**src/rtl/sys_ctrl_tx_serializer.sv**
```systemverilog
`default_nettype none
// ============================================================================
//  Module      : sys_ctrl_tx_serializer
//  Description : TX path of the system controller. It buffers register-read
//                data and ALU results, one entry per source. It slices each
//                result into DATA_WIDTH words and writes them into the TX FIFO,
//                stalling while the FIFO reports Full. Round-robin between
//                sources when both are pending.
//  Revision    : 1.0 - initial release
// ============================================================================
module sys_ctrl_tx_serializer #(
    parameter int DATA_WIDTH    = 8,
    parameter int RD_DATA_WIDTH = 8,
    parameter int ALU_OUT_WIDTH = 16,
    parameter int LSB_FIRST     = 1
) (
    input  logic                     CLK,
    input  logic                     rst,
    input  logic                     Full,
    input  logic [RD_DATA_WIDTH-1:0] Rd_data,
    input  logic                     Rd_data_valid,
    output logic                     Rd_data_ready,
    input  logic [ALU_OUT_WIDTH-1:0] ALU_OUT,
    input  logic                     ALU_OUT_valid,
    output logic                     ALU_OUT_ready,
    output logic [DATA_WIDTH-1:0]    FIFO_IN,
    output logic                     Wr_Req,
    output logic                     Busy
);

    localparam int N_RD   = RD_DATA_WIDTH / DATA_WIDTH;
    localparam int N_ALU  = ALU_OUT_WIDTH / DATA_WIDTH;
    localparam int N_MAX  = (N_RD > N_ALU) ? N_RD : N_ALU;
    localparam int CW     = $clog2(N_MAX) + 1;
    localparam int SW     = N_MAX * DATA_WIDTH;
    // MSB-first frames are left-aligned in the shift register so the first
    // word always sits at the top, whatever the source width.
    localparam int SH_RD  = (LSB_FIRST != 0) ? 0 : (SW - RD_DATA_WIDTH);
    localparam int SH_ALU = (LSB_FIRST != 0) ? 0 : (SW - ALU_OUT_WIDTH);

    typedef enum logic [0:0] {
        IDLE = 1'b0,
        SEND = 1'b1
    } state_t;

    state_t                   state;
    state_t                   state_next;

    logic                     rd_pending;
    logic [RD_DATA_WIDTH-1:0] rd_buf;
    logic                     alu_pending;
    logic [ALU_OUT_WIDTH-1:0] alu_buf;
    logic                     rr_alu;       // 0: RD wins next tie, 1: ALU wins
    logic [SW-1:0]            sreg;         // words not yet presented on FIFO_IN
    logic [CW-1:0]            count;
    logic [CW-1:0]            n_words;

    logic                     load;
    logic                     sel_alu;
    logic                     last_word;
    logic [SW-1:0]            load_vec;
    logic [DATA_WIDTH-1:0]    load_first;
    logic [SW-1:0]            load_rest;
    logic [DATA_WIDTH-1:0]    cur_first;
    logic [SW-1:0]            cur_rest;

    assign Rd_data_ready = !rd_pending;
    assign ALU_OUT_ready = !alu_pending;
    assign Wr_Req        = (state == SEND) && !Full;
    assign Busy          = (state != IDLE) || rd_pending || alu_pending;

    // Word extraction order depends on LSB_FIRST
    generate
        if (LSB_FIRST != 0) begin : g_lsb
            assign load_first = load_vec[DATA_WIDTH-1:0];
            assign load_rest  = load_vec >> DATA_WIDTH;
            assign cur_first  = sreg[DATA_WIDTH-1:0];
            assign cur_rest   = sreg >> DATA_WIDTH;
        end else begin : g_msb
            assign load_first = load_vec[SW-1 -: DATA_WIDTH];
            assign load_rest  = load_vec << DATA_WIDTH;
            assign cur_first  = sreg[SW-1 -: DATA_WIDTH];
            assign cur_rest   = sreg << DATA_WIDTH;
        end
    endgenerate

    // State register
    always_ff @(posedge CLK) begin
        if (rst) begin
            state <= IDLE;
        end else begin
            state <= state_next;
        end
    end

    // Next-state, source selection and load vector
    always_comb begin
        state_next = state;
        load       = 1'b0;
        sel_alu    = 1'b0;
        last_word  = (count == (n_words - CW'(1)));
        case (state)
            IDLE: begin
                if (rd_pending || alu_pending) begin
                    load       = 1'b1;
                    sel_alu    = (rd_pending && alu_pending) ? rr_alu : alu_pending;
                    state_next = SEND;
                end
            end
            SEND: begin
                if (!Full && last_word) begin
                    state_next = IDLE;
                end
            end
            default: state_next = IDLE;
        endcase
        if (sel_alu) begin
            load_vec = SW'(alu_buf) << SH_ALU;
        end else begin
            load_vec = SW'(rd_buf) << SH_RD;
        end
    end

    // Holding buffers, round-robin pointer and word shifter
    always_ff @(posedge CLK) begin
        if (rst) begin
            rd_pending  <= 1'b0;
            rd_buf      <= '0;
            alu_pending <= 1'b0;
            alu_buf     <= '0;
            rr_alu      <= 1'b0;
            sreg        <= '0;
            count       <= '0;
            n_words     <= '0;
            FIFO_IN     <= '0;
        end else begin
            // Ready is !pending, so a capture never coincides with a release
            if (Rd_data_valid && Rd_data_ready) begin
                rd_buf     <= Rd_data;
                rd_pending <= 1'b1;
            end
            if (ALU_OUT_valid && ALU_OUT_ready) begin
                alu_buf     <= ALU_OUT;
                alu_pending <= 1'b1;
            end

            if (load) begin
                sreg    <= load_rest;
                FIFO_IN <= load_first;
                count   <= '0;
                n_words <= sel_alu ? CW'(N_ALU) : CW'(N_RD);
                if (sel_alu) begin
                    alu_pending <= 1'b0;
                end else begin
                    rd_pending <= 1'b0;
                end
                // The pointer only moves on a real contention
                if (rd_pending && alu_pending) begin
                    rr_alu <= !sel_alu;
                end
            end else if (Wr_Req) begin
                if (last_word) begin
                    count <= '0;
                end else begin
                    count   <= count + CW'(1);
                    FIFO_IN <= cur_first;
                    sreg    <= cur_rest;
                end
            end
        end
    end

endmodule
`default_nettype wire
```
**config.mk**
```make
export PLATFORM = sky130hd
export DESIGN_NAME = sys_ctrl_tx_serializer
export DESIGN_NICKNAME = d
export VERILOG_FILES = /design/src/rtl/sys_ctrl_tx_serializer.sv
export SDC_FILE = /design/constraint.sdc
export NUM_CORES = 1
export LEC_CHECK = 0
export ABC_AREA = 1
export CAP_MARGIN = 20
export CORE_ASPECT_RATIO = 1.5
export CORE_MARGIN = 2
export CORE_UTILIZATION = 46
export CTS_CLUSTER_DIAMETER = 60
export CTS_CLUSTER_SIZE = 8
export DETAILED_ROUTE_END_ITERATION = 10
export PLACE_DENSITY = 0.75
export SLEW_MARGIN = 20
export SYNTH_ARGS = -nofsm -noshare
export SYNTH_HDL_FRONTEND = slang
export SYNTH_SLANG_ARGS = --single-unit
```
**constraint.sdc**
```tcl
create_clock -name CLK -period 1.2 [get_ports CLK]
set_clock_uncertainty 0.15 [all_clocks]
set_input_delay 0.24 -clock CLK [delete_from_list [all_inputs] [get_ports CLK]]
set_output_delay 0.24 -clock CLK [all_outputs]
set_load 0.01 [all_outputs]
```
==> reports/metrics.cfg, run 1 <==
[run_status]
outcome=finished, violations left
violations=setup timing

[floorplan]
fp.dieArea_mm2=0.00512
placement_rows=30
height_of_the_die_um=86.7
core-area_mm2=0.00447
design.portCount=41
die-width_um=59.1
initial_core_util_pct=46.9

[global_route]
use_met1_pct=21.7
globalRouteOverflowTotal=0
grtUsageMet3_pct=2.99
gr-max-usage-layer=met2
maximum_number_of_pins_on_one_net_before_global_route_repair=26
first_global_vias=1809
grt.total_usage_pct=19.6
grt_first_pass_wirelength_mm=7.78
groute.layer.met2.usage_pct=36.0
grt_antenna_before_repair=0

[power_and_ir_drop]
max-vdd-ir-drop_mv=0.764
power.density_cell_area_mw_per_mm2=1390
leakagePower_nw=1.45

[placed_design]
place_area_mm2=0.00275
gp_congestion=0.826
hpwl_mm=3.36
port_buffers=40
post-place-ws_ns=-0.559

[setup_path]
critPathMaxFanout=6
worstPathRequired_ns=1.29
crit_type=flip-flop to flip-flop
critPathCaptureType=flip-flop
worst_setup_path_start_kind=flip-flop
critical_path_arrival_ns=1.68
rrSetupSlack_ns=-0.39

[timing]
worst_pin_slew_ns=0.256
finalHoldViolations=0
period_minus_slack_ns=1.59
clock.fmax_ghz=0.629
unrepaired_setup_endpoints_after_global_routing=true
period_share_pct=132
report.final.setup_viol=34
timing.final.max_slew_violations=0
setup_ws_ns=-0.389
worst_slew_margin_rel_pct=82.9
timing.hold.ws_ns=0.311

[logic_synthesis]
synth.area.top_cells=dfxtp_1 (46%), nand2_1 (9.7%), nor2_1 (6.8%)
synth_edf_count=0
post_synthesis_cell_area_mm2=0.00210
synth.yosys.warnings=0
syn_avg_cell_area_um2=7.30
seq_area_frac_synth_pct=45.9
synth.ff_latch_count=48
async_reset_ff_share_pct=0
synth_top_area_cell=dfxtp_1
synth.lib_cells_used.distinct=25
syn_inst=287
synth_largest_type_area_fraction_pct=45.9
ys_dominant_reg_cell=dfxtp_1
syn-num-nets=316

[clock_network]
clkTransAtPathRegs_ns=0.09
tritoncts_num_sinks=48
cts_made_buffers=5
root_cell_of_the_clock_tree=clkbuf_8
tritoncts=built
h-tree-depth=2
cts_max_path_buffers=2
worstSkewPairLatency_ns=0.31
post_cts_hold_buffer_count=0

[cells_and_area]
multi_input_area_mm2=0.00123
final_design_area_no_fill_mm2=0.00341
sequential_cell_area_um2=986
highest_count_cells_in_the_layout_ignoring_fill_and_taps=nand2_1 (36), dfxtp_1 (34), nor2_1 (33)
layout.nets=400
areaGrowthSynthToFinish_pct=62.9
fillerInstances=299
antenna_cells=0
layout.cells.most_common=nand2_1
final_core_util_pct=76.4
final_layout_size_suffix_gt1_share_pct=47.0

[routing]
wl_per_cell_um=14.1
drt_drc_violations_left=0
drtIter0Drc=93
first_pass_iters=4
dr_total_vias=2092
drt-total-wl_mm=5.90
antenna_violating_nets_remaining=0
vias_per_cell=4.98

[worst_hold_path]
min-delay-path-class=flip-flop to flip-flop

[flow_run]
drv.max_cap_violation_count=0

[path summary, 6_finish.rpt]
check             startpoint    endpoint  cells after the start
setup / recovery       state     sreg[5]                      9
hold reg to reg   alu_buf[0]  alu_buf[0]                      2
setup reg to reg       state     sreg[5]                      9
hold / removal    alu_buf[0]  alu_buf[0]                      2
[cell families after synthesis]
| logic type | synth area share (%) |
|---|---|
| AND/OR/NAND/NOR | 28.8 |
| AO/OA/AOI/OAI | 15.8 |
| flip-flops | 45.9 |
| buffers and inverters | 9.49 |
[layout make-up]
cell class | count | share of cell area [%]
Tap cell | 48 | 1.76
Timing Repair Buffer | 87 | 25.2
Timing Repair inverter | 1 | 0.330
Sequential cell | 48 | 28.9
Inverter | 34 | 4.51
Multi-Input combinational cell | 194 | 36.0
Clock inverter | 3 | 1.32
Clock buffer | 5 | 2.02
[metal layers]
metal / vias to the layer above / routed length (um) / part of all wire (%)
met5: - / 0 / 0
met3: 13 / 139 / 2.4
met4: 0 / 158 / 2.7
met2: 44 / 3360 / 57
li1: 1080 / - / -
met1: 955 / 2250 / 38
[critical path, stage by stage, from the launching register on]
cell	delay (ns)
dfxtp_4	0.36
buf_12	0.13
nor2_4	0.17
buf_12	0.13
nand2_8	0.07
buf_6	0.14
buf_8	0.13
clkinv_8	0.05
nand2_2	0.05
a21oi_2	0.14
[where the power goes]
part / switching, W / internal, W / total [W]
Combinational: 0.000864 / 0.000809 / 0.00167
Clock: 0.000570 / 0.000629 / 0.00120
Sequential: 0.0000896 / 0.00177 / 0.00186
Total: 0.00152 / 0.00321 / 0.00473
[through the flow]
step / TNS (ns) / total power, W / instances
6_report: -8.26 / 0.00473 / 420
5_1_grt: -9.39 / 0.00492 / 420
4_1_cts: -4.19 / 0.00423 / 404
3_3_place_gp: -15.19 / 0.00298 / 392
2_1_floorplan: -1.19 / 0.00252 / 287
3_5_place_dp: -15.54 / 0.00301 / 392
[synthesized netlist by cell type (2+ instances only)]
library cell and n:
a21oi_1 19, a21oi_2 8, buf_2 2, buf_6 3
clkbuf_1 4, clkinv_1 2, dfxtp_1 48, inv_1 29
inv_2 2, nand2_1 54, nand2_2 19, nand3_1 20
nor2_1 38, nor2_4 2, o21ai_0 26, o22ai_1 2
[sequential cells by signal, summed over array words and instances (netlist names)]
name and count:
n_words 2, rd_buf 8, rd_pending 1, rr_alu 1, alu_buf 16, count 2, sreg 8, state 1
FIFO_IN 8, alu_pending 1
[what timing repair did]
item | in CTS | in global routing
setup endpoints to repair | 50 | 52
pin swaps | 5 | 30
cloned | 0 | 4
buffers inserted | 5 | 12
gates resized for setup | 90 | 91
No activity file was read; power rests on OpenSTA's default activity.
==> inputs of run 2 (changes only) <==
ABC_AREA = unset   (was 1)
CORE_ASPECT_RATIO = unset   (was 1.5)
CORE_UTILIZATION = 45   (was 46)
PLACE_DENSITY = 0.74   (was 0.75)
==> reports/metrics.cfg, run 2 <==
[run_status]
outcome=finished, violations left
violations=setup timing

[floorplan]
fp.dieArea_mm2=0.00505  ; -1.5%
initial_core_util_pct=46.5  ; -0.45 points
height_of_the_die_um=71.1  ; -18%
die-width_um=71.1  ; +20%
design.portCount=41  ; unchanged
core-area_mm2=0.00435  ; -2.5%
placement_rows=24  ; -20%

[power_and_ir_drop]
max-vdd-ir-drop_mv=0.799  ; +4.6%
comb_power_share_pct=33.4  ; -2.0 points
leakagePower_nw=1.37  ; -5.8%
clkPwrFrac_pct=23.5  ; -1.9 points
power_switching_share_pct=30.7  ; -1.5 points
switchingPower_w=0.00129  ; -15%
power.density_cell_area_mw_per_mm2=1180  ; -15%
power.sequential.fraction_pct=43.1  ; +3.8 points
internal_power_w=0.00291  ; -9.2%

[timing]
period_minus_slack_ns=1.56  ; -0.0266 ns
setup-tns-final_ns=-11.56  ; -3.30 ns
period_share_pct=130  ; -2.2 points
clock.fmax_ghz=0.640  ; +1.7%
timing.final.max_slew_violations=0  ; unchanged
unrepaired_setup_endpoints_after_global_routing=true
worst_slew_margin_rel_pct=73.4  ; -9.5 points
report.final.setup_viol=52  ; +53%
setup_ws_ns=-0.362  ; +0.0266 ns
worst_pin_slew_ns=0.399  ; +0.144 ns
finalHoldViolations=0  ; unchanged

[logic_synthesis]
syn_avg_cell_area_um2=8.54  ; +17%
synth_top_area_cell=dfxtp_1
post_synth_mux_area_share_pct=1.24  ; +1.2 points
async_reset_ff_share_pct=0  ; unchanged
yosys-top-cells-count=nand2_1 (51), dfxtp_1 (48), a21oi_1 (36)
synth.yosys.warnings=0  ; unchanged
post_synthesis_xor_xnor_area_fraction_pct=0.866  ; +0.87 points
ys_dominant_reg_cell=dfxtp_1
post_synthesis_cell_area_mm2=0.00202  ; -3.5%
synth_edf_count=0  ; unchanged
synth.area.top_cells=dfxtp_1 (47%), nand2_1 (9.5%), a21oi_1 (8.9%)
syn-num-nets=266  ; -16%
synth.lib_cells_used.distinct=33  ; +32%
most_used_standard_cell_by_instance_count_after_synthesis=nand2_1
synth_compound_gate_area_share_pct=26.3  ; +11 points
syn_inst=237  ; -17%
synth.ff_latch_count=48  ; unchanged
synth_top_family_by_area=compound AO/OA/AOI/OAI gates
seq_area_frac_synth_pct=47.5  ; +1.6 points
synth_largest_type_area_fraction_pct=47.5  ; +1.6 points
simple_gate_share_of_the_synthesized_area_pct=18.9  ; -10 points
adder_and_majority_cell_fraction_of_the_synthesized_area_pct=0  ; unchanged

[flow_run]
drv.max_cap_violation_count=0  ; unchanged

[cells_and_area]
antenna_cells=0  ; unchanged
register_containing_the_most_flip_flops_in_the_final_layout=alu_buf
highest_count_cells_in_the_layout_ignoring_fill_and_taps=dfxtp_1 (35), buf_4 (34), a21oi_2 (31)
layout.cells.most_common=dfxtp_1
layout.nets=352  ; -12%
largest_reg_flops=16  ; unchanged
final_layout_size_suffix_gt1_share_pct=62.7  ; +16 points
areaGrowthSynthToFinish_pct=76.4
final_core_util_pct=82.0  ; +5.6 points

[clock_network]
cts_made_buffers=5  ; unchanged
post_cts_hold_buffer_count=0  ; unchanged
cts_max_path_buffers=2  ; unchanged
tritoncts_num_sinks=48  ; unchanged
worstSkewPairLatency_ns=0.30  ; about the same
h-tree-depth=2  ; unchanged
root_cell_of_the_clock_tree=clkbuf_8
clkTransAtPathRegs_ns=0.09  ; about the same
tritoncts=built

[routing]
vias_per_cell=5.70  ; +14%
drt_drc_violations_left=0  ; unchanged
drtIter0Drc=126  ; +35%
drt-total-wl_mm=6.79  ; +15%
wl_per_cell_um=18.1  ; +29%
antenna_violating_nets_remaining=0  ; unchanged
dr_total_vias=2143  ; +2.4%
first_pass_iters=4  ; unchanged

[placed_design]
port_buffers=40  ; unchanged
gp_congestion=0.858  ; +3.9%
hpwl_mm=3.66  ; +9.0%

[global_route]
maximum_number_of_pins_on_one_net_before_global_route_repair=26  ; unchanged
first_global_vias=2005  ; +11%
grt_first_pass_wirelength_mm=9.34  ; +20%
grt_antenna_before_repair=0  ; unchanged
globalRouteOverflowTotal=0  ; unchanged
grt.total_usage_pct=23.4  ; +3.9 points

[setup_path]
critPathCaptureType=flip-flop
worstPathRequired_ns=1.23  ; -0.06 ns
critPathMaxFanout=7  ; +1
crit_type=flip-flop to flip-flop
worst_setup_path_start_kind=flip-flop
critical_path_arrival_ns=1.60  ; -0.08 ns

[worst_hold_path]
min-delay-path-class=flip-flop to flip-flop

run 2: routing by layer:
metal  global-route usage, %  share of wire, %  wire (um)
met1                    29.5                41       2760
met2                    39.9                55       3740
met3                    5.27               3.3        226
met4                    7.55               1.0         70
met5                       0                 0          0
run 2: kinds of logic after synthesis:
logic type             Yosys count
AND/OR/NAND/NOR                 86
AO/OA/AOI/OAI                   75
flip-flops                      48
buffers and inverters           24
XOR/XNOR                         2
multiplexers                     2
run 2: through the flow:
stage          power [W]  hold WS [ns]  worst slack [ns]  instance area, um2  std cells
6_report         0.00420         0.316            -0.362                3570        376
5_1_grt          0.00435         0.338            -0.406                3570        376
4_1_cts          0.00391         0.311            -0.334                3150        372
3_5_place_dp     0.00281         0.300            -0.638                2850        356
3_3_place_gp     0.00279         0.295            -0.594                2850        356
2_1_floorplan    0.00237         0.226            -0.402                2180        237
run 2: worst paths after layout:
path	start	slack, ns	depth (start not counted)	endpoint
min reg2reg	alu_buf[0]	0.32	2	alu_buf[0]
min	alu_buf[0]	0.32	2	alu_buf[0]
max	alu_pending	-0.36	5	FIFO_IN[6]
max reg2reg	alu_pending	-0.36	5	FIFO_IN[6]
run 2: final cells by class:
type,instances,area [um2]
inverter,6,27.5
fill,240,785
sequential,48,985
clock buffer,8,90.1
multi-input combinational,167,1510
timing repair buffer,95,888
tap,52,65.1
run 2: power by group through the flow:
stage	logic (W)	clock network (W)	registers, W
after global placement	0.000969	0	0.00182
after detailed placement	0.000987	0	0.00182
after floorplan	0.000546	0	0.00182
after global routing	0.00148	0.00104	0.00182
after CTS	0.00112	0.000990	0.00180
final	0.00140	0.000986	0.00181
run 2: repair_timing:
action / in CTS / in global routing
buffers inserted: 6 / 5
cloned: 3 / 1
endpoints found under the setup margin: 60 / 52
pin swaps: 15 / 43
endpoints found under the hold margin: 0 / 0
resized for setup: 110 / 93
run 2: critical path: stages (launching register included):
cell,delay (ns)
dfxtp_4,0.38
buf_6,0.15
buf_4,0.15
a32oi_1,0.32
a2bb2oi_2,0.21
a211oi_2,0.09
==> inputs of run 3 (changes only) <==
CORE_ASPECT_RATIO = 0.5   (was unset)
==> reports/metrics.cfg, run 3 (synthesis results as in run 2) <==
[routing]
drt-total-wl_mm=7.68  ; +13%
wl_met2_mm=3.58  ; -4.0%
wl_met3_um=467  ; +110%
drtIter0Drc=129  ; +2.4%
vias_per_cell=5.89  ; +3.3%
detail_route.wirelength.met1_mm=3.30  ; +20%
drt_drc_violations_left=0  ; unchanged
antenna_violating_nets_remaining=0  ; unchanged
top_signal_layer_used=met4
wl_per_cell_um=20.2  ; +12%
first_pass_iters=4  ; unchanged
dr_total_vias=2244  ; +4.7%

[power_and_ir_drop]
internal_power_w=0.00303  ; +4.1%
clkPwrFrac_pct=27.7  ; +4.2 points
power.density_cell_area_mw_per_mm2=1250  ; +6.2%
max-vdd-ir-drop_mv=0.690  ; -14%
switchingPower_w=0.00139  ; +8.1%
power.sequential.fraction_pct=41.3  ; -1.8 points
power_switching_share_pct=31.5  ; +0.81 points
leakagePower_nw=1.36  ; -0.46%
total_power_w=0.00442  ; +5.3%
comb_power_share_pct=31.0  ; -2.4 points

[cells_and_area]
largest_reg_flops=16  ; unchanged
areaGrowthSynthToFinish_pct=75.0
finalNonFillerCells=381  ; +1.3%
layout.cells.most_common=nand2_1
layout.nets=352  ; unchanged
final_layout_size_suffix_gt1_share_pct=59.3  ; -3.4 points
register_containing_the_most_flip_flops_in_the_final_layout=alu_buf
final_core_util_pct=81.2  ; -0.81 points
highest_count_cells_in_the_layout_ignoring_fill_and_taps=nand2_1 (35), dfxtp_1 (34), buf_4 (31)
antenna_cells=0  ; unchanged

[timing]
timing.final.max_slew_violations=0  ; unchanged
setup_ws_ns=-0.404  ; -0.0421 ns
worst_pin_slew_ns=0.421  ; +0.0214 ns
finalHoldViolations=0  ; unchanged
worst_slew_margin_rel_pct=72.0  ; -1.4 points
report.final.setup_viol=52  ; unchanged
timing.hold.ws_ns=0.314  ; -0.00168 ns
unrepaired_setup_endpoints_after_global_routing=true
setup-tns-final_ns=-11.33  ; +0.227 ns
period_minus_slack_ns=1.60  ; +0.0421 ns
clock.fmax_ghz=0.623  ; -2.6%
period_share_pct=134  ; +3.5 points

[clock_network]
cts_made_buffers=5  ; unchanged
root_cell_of_the_clock_tree=clkbuf_8
post_cts_hold_buffer_count=0  ; unchanged
worstSkewPairLatency_ns=0.32  ; +0.02 ns
clkTransAtPathRegs_ns=0.10  ; about the same
h-tree-depth=2  ; unchanged
tritoncts=built
cts_max_path_buffers=2  ; unchanged
tritoncts_num_sinks=48  ; unchanged

[global_route]
globalRouteOverflowTotal=0  ; unchanged
grt.total_usage_pct=26.2  ; +2.8 points
maximum_number_of_pins_on_one_net_before_global_route_repair=26  ; unchanged
first_global_vias=2109  ; +5.2%
grt_first_pass_wirelength_mm=10.2  ; +9.3%
grt_antenna_before_repair=0  ; unchanged

[setup_path]
cp_slowest_cell=dfxtp_4
crit_type=flip-flop to flip-flop
worstPathRequired_ns=1.27  ; +0.04 ns
critPathMaxFanout=5  ; -2
timing.critical_path.slowest_cell_delay_ns=0.39  ; about the same
cp_num_buf_inv=1  ; -1
critical_path_arrival_ns=1.67  ; +0.07 ns
worst_path_dominant_cell_family=compound AO/OA/AOI/OAI gates
cp_cell_sequence=buf_6 > o21bai_2 > a32oi_1 > nand4_1 > o211a_1
critPathCaptureType=flip-flop
worst_setup_path_start_kind=flip-flop

[flow_run]
drv.max_cap_violation_count=0  ; unchanged

[floorplan]
height_of_the_die_um=51.4  ; -28%
core-area_mm2=0.00436  ; +0.14%
placement_rows=17  ; -29%
die-width_um=98.8  ; +39%
initial_core_util_pct=46.4  ; -0.067 points
fp.dieArea_mm2=0.00508  ; +0.65%
design.portCount=41  ; unchanged

[placed_design]
gp_congestion=0.869  ; +1.3%
port_buffers=40  ; unchanged
hpwl_mm=3.95  ; +8.1%
place_inst=359  ; +0.84%

[run_status]
violations=setup timing
outcome=finished, violations left

[worst_hold_path]
min-delay-path-class=primary input to flip-flop

==> run 3: cell count changes in the layout (fill, tap and decap cells not counted), moves of 3 or more <==
cell and change:
a32oi_1 -3, nand2_1 +11, nand2_4 -5, a32oi_2 +3, a21oi_2 -4, a21oi_1 +7, buf_4 -3, a21oi_4 -3
buf_6 +5, nand2_2 -7
==> run 3: power by group through the flow <==
stage | registers [W] | clock network (W) | logic [W]
after global placement | 0.00182 | 0 | 0.000937
after global routing | 0.00183 | 0.00125 | 0.00144
final | 0.00182 | 0.00122 | 0.00137
after floorplan | 0.00182 | 0 | 0.000546
after CTS | 0.00181 | 0.00118 | 0.00114
after detailed placement | 0.00183 | 0 | 0.000966
==> run 3: final cells by class <==
class                      instances  area (um2)
clock buffer                       5        68.8
clock inverter                     3        42.5
fill                             216         821
inverter                           6        25.0
multi-input combinational        167        1470
sequential                        48         986
tap                               57        71.3
timing repair buffer              95         881
==> run 3: per-layer routing <==
layer	vias to the layer above	GRT usage [%]
met2	107	45.2
met5	-	0
li1	1007	-
met4	0	10.7
met1	1095	31.9
met3	35	6.43
==> run 3: stage by stage <==
| stage | instance area [um2] | worst slack (ns) |
|---|---|---|
| finish | 3540 | -0.404 |
| global route | 3540 | -0.425 |
| CTS | 3270 | -0.337 |
| detailed placement | 2830 | -0.637 |
| global placement | 2830 | -0.599 |
| floorplan | 2180 | -0.402 |
==> run 3: tightest hold or removal path: cells and delay by family <==
kind | cells | cell delay (ns)
buffers and inverters | 1 | 0.32
AND/OR/NAND/NOR | 2 | 0.19
==> run 3: final timing paths <==
kind | start | end | slack (ns) | cells after the start
hold / removal | ALU_OUT_valid | alu_pending | 0.31 | 3
setup / recovery | state | FIFO_IN[7] | -0.40 | 5
setup reg to reg | state | FIFO_IN[7] | -0.40 | 5
hold reg to reg | rd_buf[6] | rd_buf[6] | 0.33 | 2
==> run 3: what timing repair did <==
action / CTS / global route
setup endpoints to repair: 55 / 53
setup buffers: 7 / 6
resized for setup: 130 / 59
endpoints found under the hold margin: 0 / 0
cloned: 3 / 0
pin swaps: 26 / 37
